`config.mk`:
```
export PLATFORM = sky130hd
export DESIGN_NAME = fixed_divide_seq
export DESIGN_NICKNAME = d
export VERILOG_FILES = /design/src/rtl/fixed_divide_seq.sv
export SDC_FILE = /design/constraint.sdc
export NUM_CORES = 1
export LEC_CHECK = 0
export CAP_MARGIN = 10
export CORE_ASPECT_RATIO = 0.9
export CORE_MARGIN = 3
export CORE_UTILIZATION = 23
export CTS_BUF_LIST = sky130_fd_sc_hd__clkbuf_16
export DETAILED_ROUTE_END_ITERATION = 6
export PLACE_DENSITY = 0.48
export SYNTH_ARGS = -nofsm -noshare
export SYNTH_HDL_FRONTEND = slang
export SYNTH_SLANG_ARGS = --single-unit
```
`constraint.sdc`:
```
create_clock -name clk -period 5 [get_ports clk]
set_input_delay 0.5 -clock clk [delete_from_list [all_inputs] [get_ports clk]]
set_output_delay 0.5 -clock clk [all_outputs]
set_load 0.01 [all_outputs]
```
`src/rtl/fixed_divide_seq.sv`:
```
// Iterative unsigned Q-format divider: restoring shift-subtract,
// one quotient bit per clock, with remainder, div-by-zero and overflow.
module fixed_divide_seq #(
  parameter int DATA_WIDTH     = 32,
  parameter int FRAC_BIT_COUNT = DATA_WIDTH / 2
) (
  input  logic                  clk,
  input  logic                  reset,
  input  logic                  start,
  input  logic [DATA_WIDTH-1:0] dividend,
  input  logic [DATA_WIDTH-1:0] divisor,
  output logic [DATA_WIDTH-1:0] quotient,
  output logic [DATA_WIDTH-1:0] remainder,
  output logic                  ready,
  output logic                  busy,
  output logic                  div_by_zero,
  output logic                  overflow
);

  localparam int N  = DATA_WIDTH + FRAC_BIT_COUNT;
  localparam int CW = $clog2(N + 1);

  typedef enum logic {
    IDLE,
    RUN
  } state_t;

  state_t state, state_nx;

  logic [N-1:0]          num;
  logic [N-1:0]          quo;
  logic [N-1:0]          quo_nx;
  logic [DATA_WIDTH-1:0] rem;
  logic [DATA_WIDTH-1:0] den;
  logic [DATA_WIDTH:0]   shifted;
  logic [DATA_WIDTH:0]   rem_nx;
  logic [CW-1:0]         cnt;
  logic                  qbit;
  logic                  last;
  logic                  zero_div;
  logic                  ovf;

  // Remainder stays below the divisor, so DATA_WIDTH bits hold it;
  // only the shifted trial value needs the extra bit.
  always_comb begin
    shifted  = {rem, num[N-1]};
    qbit     = shifted >= {1'b0, den};
    rem_nx   = qbit ? shifted - {1'b0, den} : shifted;
    quo_nx   = {quo[N-2:0], qbit};
    last     = cnt == CW'(1);
    zero_div = divisor == '0;
    ovf      = |quo_nx[N-1:DATA_WIDTH];
  end

  always_ff @(posedge clk) begin
    if (reset) state <= IDLE;
    else       state <= state_nx;
  end

  always_comb begin
    state_nx = state;
    unique case (state)
      IDLE: if (start && !zero_div) state_nx = RUN;
      RUN:  if (last) state_nx = IDLE;
      default: state_nx = IDLE;
    endcase
  end

  assign busy = state == RUN;

  always_ff @(posedge clk) begin
    if (reset) begin
      num         <= '0;
      quo         <= '0;
      rem         <= '0;
      den         <= '0;
      cnt         <= '0;
      quotient    <= '0;
      remainder   <= '0;
      ready       <= 1'b0;
      div_by_zero <= 1'b0;
      overflow    <= 1'b0;
    end else begin
      ready <= 1'b0;
      if (state == IDLE) begin
        if (start && zero_div) begin
          quotient    <= '1;
          remainder   <= '0;
          div_by_zero <= 1'b1;
          overflow    <= 1'b0;
          ready       <= 1'b1;
        end else if (start) begin
          num <= {dividend, {FRAC_BIT_COUNT{1'b0}}};
          den <= divisor;
          rem <= '0;
          quo <= '0;
          cnt <= CW'(N);
        end
      end else begin
        num <= {num[N-2:0], 1'b0};
        rem <= rem_nx[DATA_WIDTH-1:0];
        quo <= quo_nx;
        cnt <= cnt - CW'(1);
        if (last) begin
          remainder   <= rem_nx[DATA_WIDTH-1:0];
          overflow    <= ovf;
          quotient    <= ovf ? '1 : quo_nx[DATA_WIDTH-1:0];
          div_by_zero <= 1'b0;
          ready       <= 1'b1;
        end
      end
    end
  end

endmodule
```
==> impl_metrics.csv <==
group,metric,value,unit
timing,rsz0062_at_grt,"false",
logic_synthesis,synth.cell_area,9740,µm²
floorplanning,core_area,41300,µm²
final_layout,fillCellCount,4337,
route,post_drt_via_cell_ratio,4.72,
logic_synthesis,synth_cell_types,61,
route,ant_nets,0,
worst_setup_path,cp.required,5.39,ns
timing,maxSlewViolCount,0,
clock_network,tritoncts,"done",
logic_synthesis,async_flop_share,0,%
global_route,grt_max_degree,92,
job,maxCapViolations,0,
global_route,grt_pass1_vias,8167,
worst_setup_path,reg2regPathDepth,10,
worst_hold_path,hp-class,"reg2reg",
timing,finalClockSkew,0.0279,ns
final_layout,synthToLayoutAreaGrowth,26.7,%
final_layout,finalNonFillerCells,1780,
clock_network,clk_pin_slew,0.06,ns
clock_network,htree_levels,1,
logic_synthesis,yosys_warnings,0,
power,power_frac_clock,30.0,%
timing,fmax,261,MHz
timing,setup_tns,0,ns
route,top_layer,"met5",
route,drc,0,
global_route,grtUsageTotal,12.5,%
global_route,grt_antenna_before_repair,1,
clock_network,cts_hold_buf,0,
logic_synthesis,synth_edf_count,0,
logic_synthesis,avgSynthCellArea,8.66,µm²
logic_synthesis,yosys.area.top_type,"dfxtp_1",
worst_setup_path,cp.arrival,4.22,ns
route,wl_per_cell,16.4,µm
clock_network,cts_buffers,26,
floorplanning,die_x,223,µm
worst_setup_path,end_kind,"flip-flop",
power,power_density,470,nW/µm²
worst_setup_path,crit_path_max_fanout,16,
logic_synthesis,synth_fp_nets,1227,
power,p_leak,4.64,nW
timing,slew_headroom,33.4,%
power,swShare,36.2,%
route,vias,8400,
final_layout,multiInputGateArea,4950,µm²
clock_network,cts_buffer_depth,3,
route,drt-initial-drc-count,614,
final_layout,nets,1323,
placement,dp_cells,1732,
clock_network,clk_latency,0.54,ns
placement,io_buffers,134,
global_route,overflow,0,
worst_hold_path,worstHoldPathCells,2,
clock_network,cts_sinks,217,
timing,timing_hold_violations_final,0,
logic_synthesis,yosysTopAreaCellShare,44.6,%
floorplanning,dieArea,44900,µm²
global_route,grt_pass1_wl,46600,µm
clock_network,cts_setup_buffers,0,
power,combPwrFrac,36.8,%
outcome,outcome,"finished clean",
worst_setup_path,reg2reg_to,"remainder[3]",
route,drt_pass1_iterations,5,
final_layout,seq_area,4350,µm²
timing,tightest_slew,0.999,ns
floorplanning,initial_core_util,23.6,%
logic_synthesis,netlist_instances,1125,
placement,hpwl,20200,µm
worst_setup_path,start_kind,"flip-flop",
worst_hold_path,min_to,"remainder[18]",
worst_setup_path,worstReg2RegStart,"rem[26]",
worst_setup_path,r2r_setup_slack,1.17,ns
floorplanning,row_count,70,
clock_network,cts_resized,0,
final_layout,antennaDiodeCount,0,
timing,finalSetupViolations,0,
route,wl,29100,µm
logic_synthesis,synth_flop_cell,"dfxtp_1",
route,m1WireLength,14300,µm
worst_setup_path,critPathKind,"reg2reg",
worst_hold_path,hp-start,"remainder[18]",
clock_network,cts_root_buf,"clkbuf_16",
route,wl_met3,1640,µm
final_layout,mostFrequentLayoutCells,"dfxtp_1 (216), nor2_1 (201), clkdlybuf4s50_1 (133)",
floorplanning,ios,135,
logic_synthesis,ys_ff_latch,217,
timing,layout_min_cycle_time,3.83,ns
final_layout,layout_commonest_cell,"dfxtp_1",
placement,place.gp.congestion,0.858,
logic_synthesis,yosysSeqAreaShare,44.6,%
logic_synthesis,synth_area_leaders,"dfxtp_1 (45%), nor2_1 (7.8%), mux2i_1 (7.3%)",
power,switching_power,2.10,mW
timing,finalCritPeriodShare,76.6,%
power,p_int,3.70,mW
power,p_seq_share,33.2,%
power,max-vdd-ir-drop,0.290,mV
floorplanning,die_y,201,µm
final_layout,final_layout_size_suffix_gt1_share,5.16,%
route,wl_met2,12500,µm
==> layout make-up <==
class,instances,share of cell area [%]
inverter,42,1.28
clock buffer,26,5.27
sequential,217,35.2
multi-input combinational,789,40.1
clock inverter,21,1.07
timing repair buffer,145,11.6
tap,540,5.48
==> state kept, by name (all words and copies together), names as in the netlist <==
signal,cells
quotient,32
rem,32
div_by_zero,1
num,32
busy,1
cnt,6
den,32
remainder,32
ready,1
overflow,1
quo,47
==> how the worst max path moves through the flow <==
stage | startpoint | to | slack, ns
floorplan | den[10] | remainder[10] | 2.20
global placement | rem[26] | rem[5] | 1.30
detailed placement | rem[26] | rem[3] | 1.21
CTS | rem[26] | rem[3] | 1.16
global route | den[27] | remainder[3] | 0.89
finish | rem[26] | remainder[3] | 1.17
==> logic make-up (layout without fill, tap and decap cells) <==
group	after synthesis	count (layout)	synth area share [%]
AO/OA/AOI/OAI	248	248	17.5
XOR/XNOR	30	30	2.70
adder cells (fa/ha/maj)	35	35	4.57
buffers and inverters	119	234	4.83
flip-flops	217	217	44.6
multiplexers	72	72	7.41
AND/OR/NAND/NOR	404	404	18.3
==> per-stage QoR <==
stage,util [%],hold WS (ns),instance area [µm²],worst slack [ns],power [mW]
6_report,29.9,0.447,12300,1.17,5.80
3_3_place_gp,28.0,0.438,11500,1.30,4.09
2_1_floorplan,-,0.441,9740,2.20,3.54
4_1_cts,29.9,0.452,12300,1.16,5.86
5_1_grt,29.9,0.473,12300,0.885,6.17
3_5_place_dp,28.0,0.444,11500,1.21,4.08
==> critical path: stages, from the launching register on <==
cell     delay, ns
dfxtp_1       0.35
ha_1          0.43
and3_1        0.28
nand4_1       0.17
nor3_1        0.22
nand2_1       0.07
a21oi_1       0.65
or2_1         0.67
buf_4         0.41
mux2i_1       0.31
o21ai_1       0.10
==> power groups by stage <==
stage,registers [mW],clock network (mW),logic (mW)
5_1_grt,1.94,1.88,2.36
3_3_place_gp,1.96,0,2.13
4_1_cts,1.92,1.81,2.13
3_5_place_dp,1.96,0,2.12
6_report,1.92,1.74,2.13
2_1_floorplan,1.94,0,1.60
==> cells in the mapped netlist (all sizes together) (17+ instances only) <==
cell / number
nand2: 80
xnor2: 17
ha: 34
nor3: 48
o21ai: 78
a21oi: 41
mux2i: 71
a22oi: 30
nor2: 203
clkbuf: 68
dfxtp: 217
a222oi: 31
inv: 42
==> layer usage <==
| layer | vias to the layer above | track usage (%) |
|---|---|---|
| met5 | - | 0 |
| met4 | 2 | 3.29 |
| met3 | 39 | 3.03 |
| met2 | 170 | 19.2 |
| met1 | 3987 | 17.6 |
| li1 | 4202 | - |
Note: power is estimated with default switching activity, not from simulation.
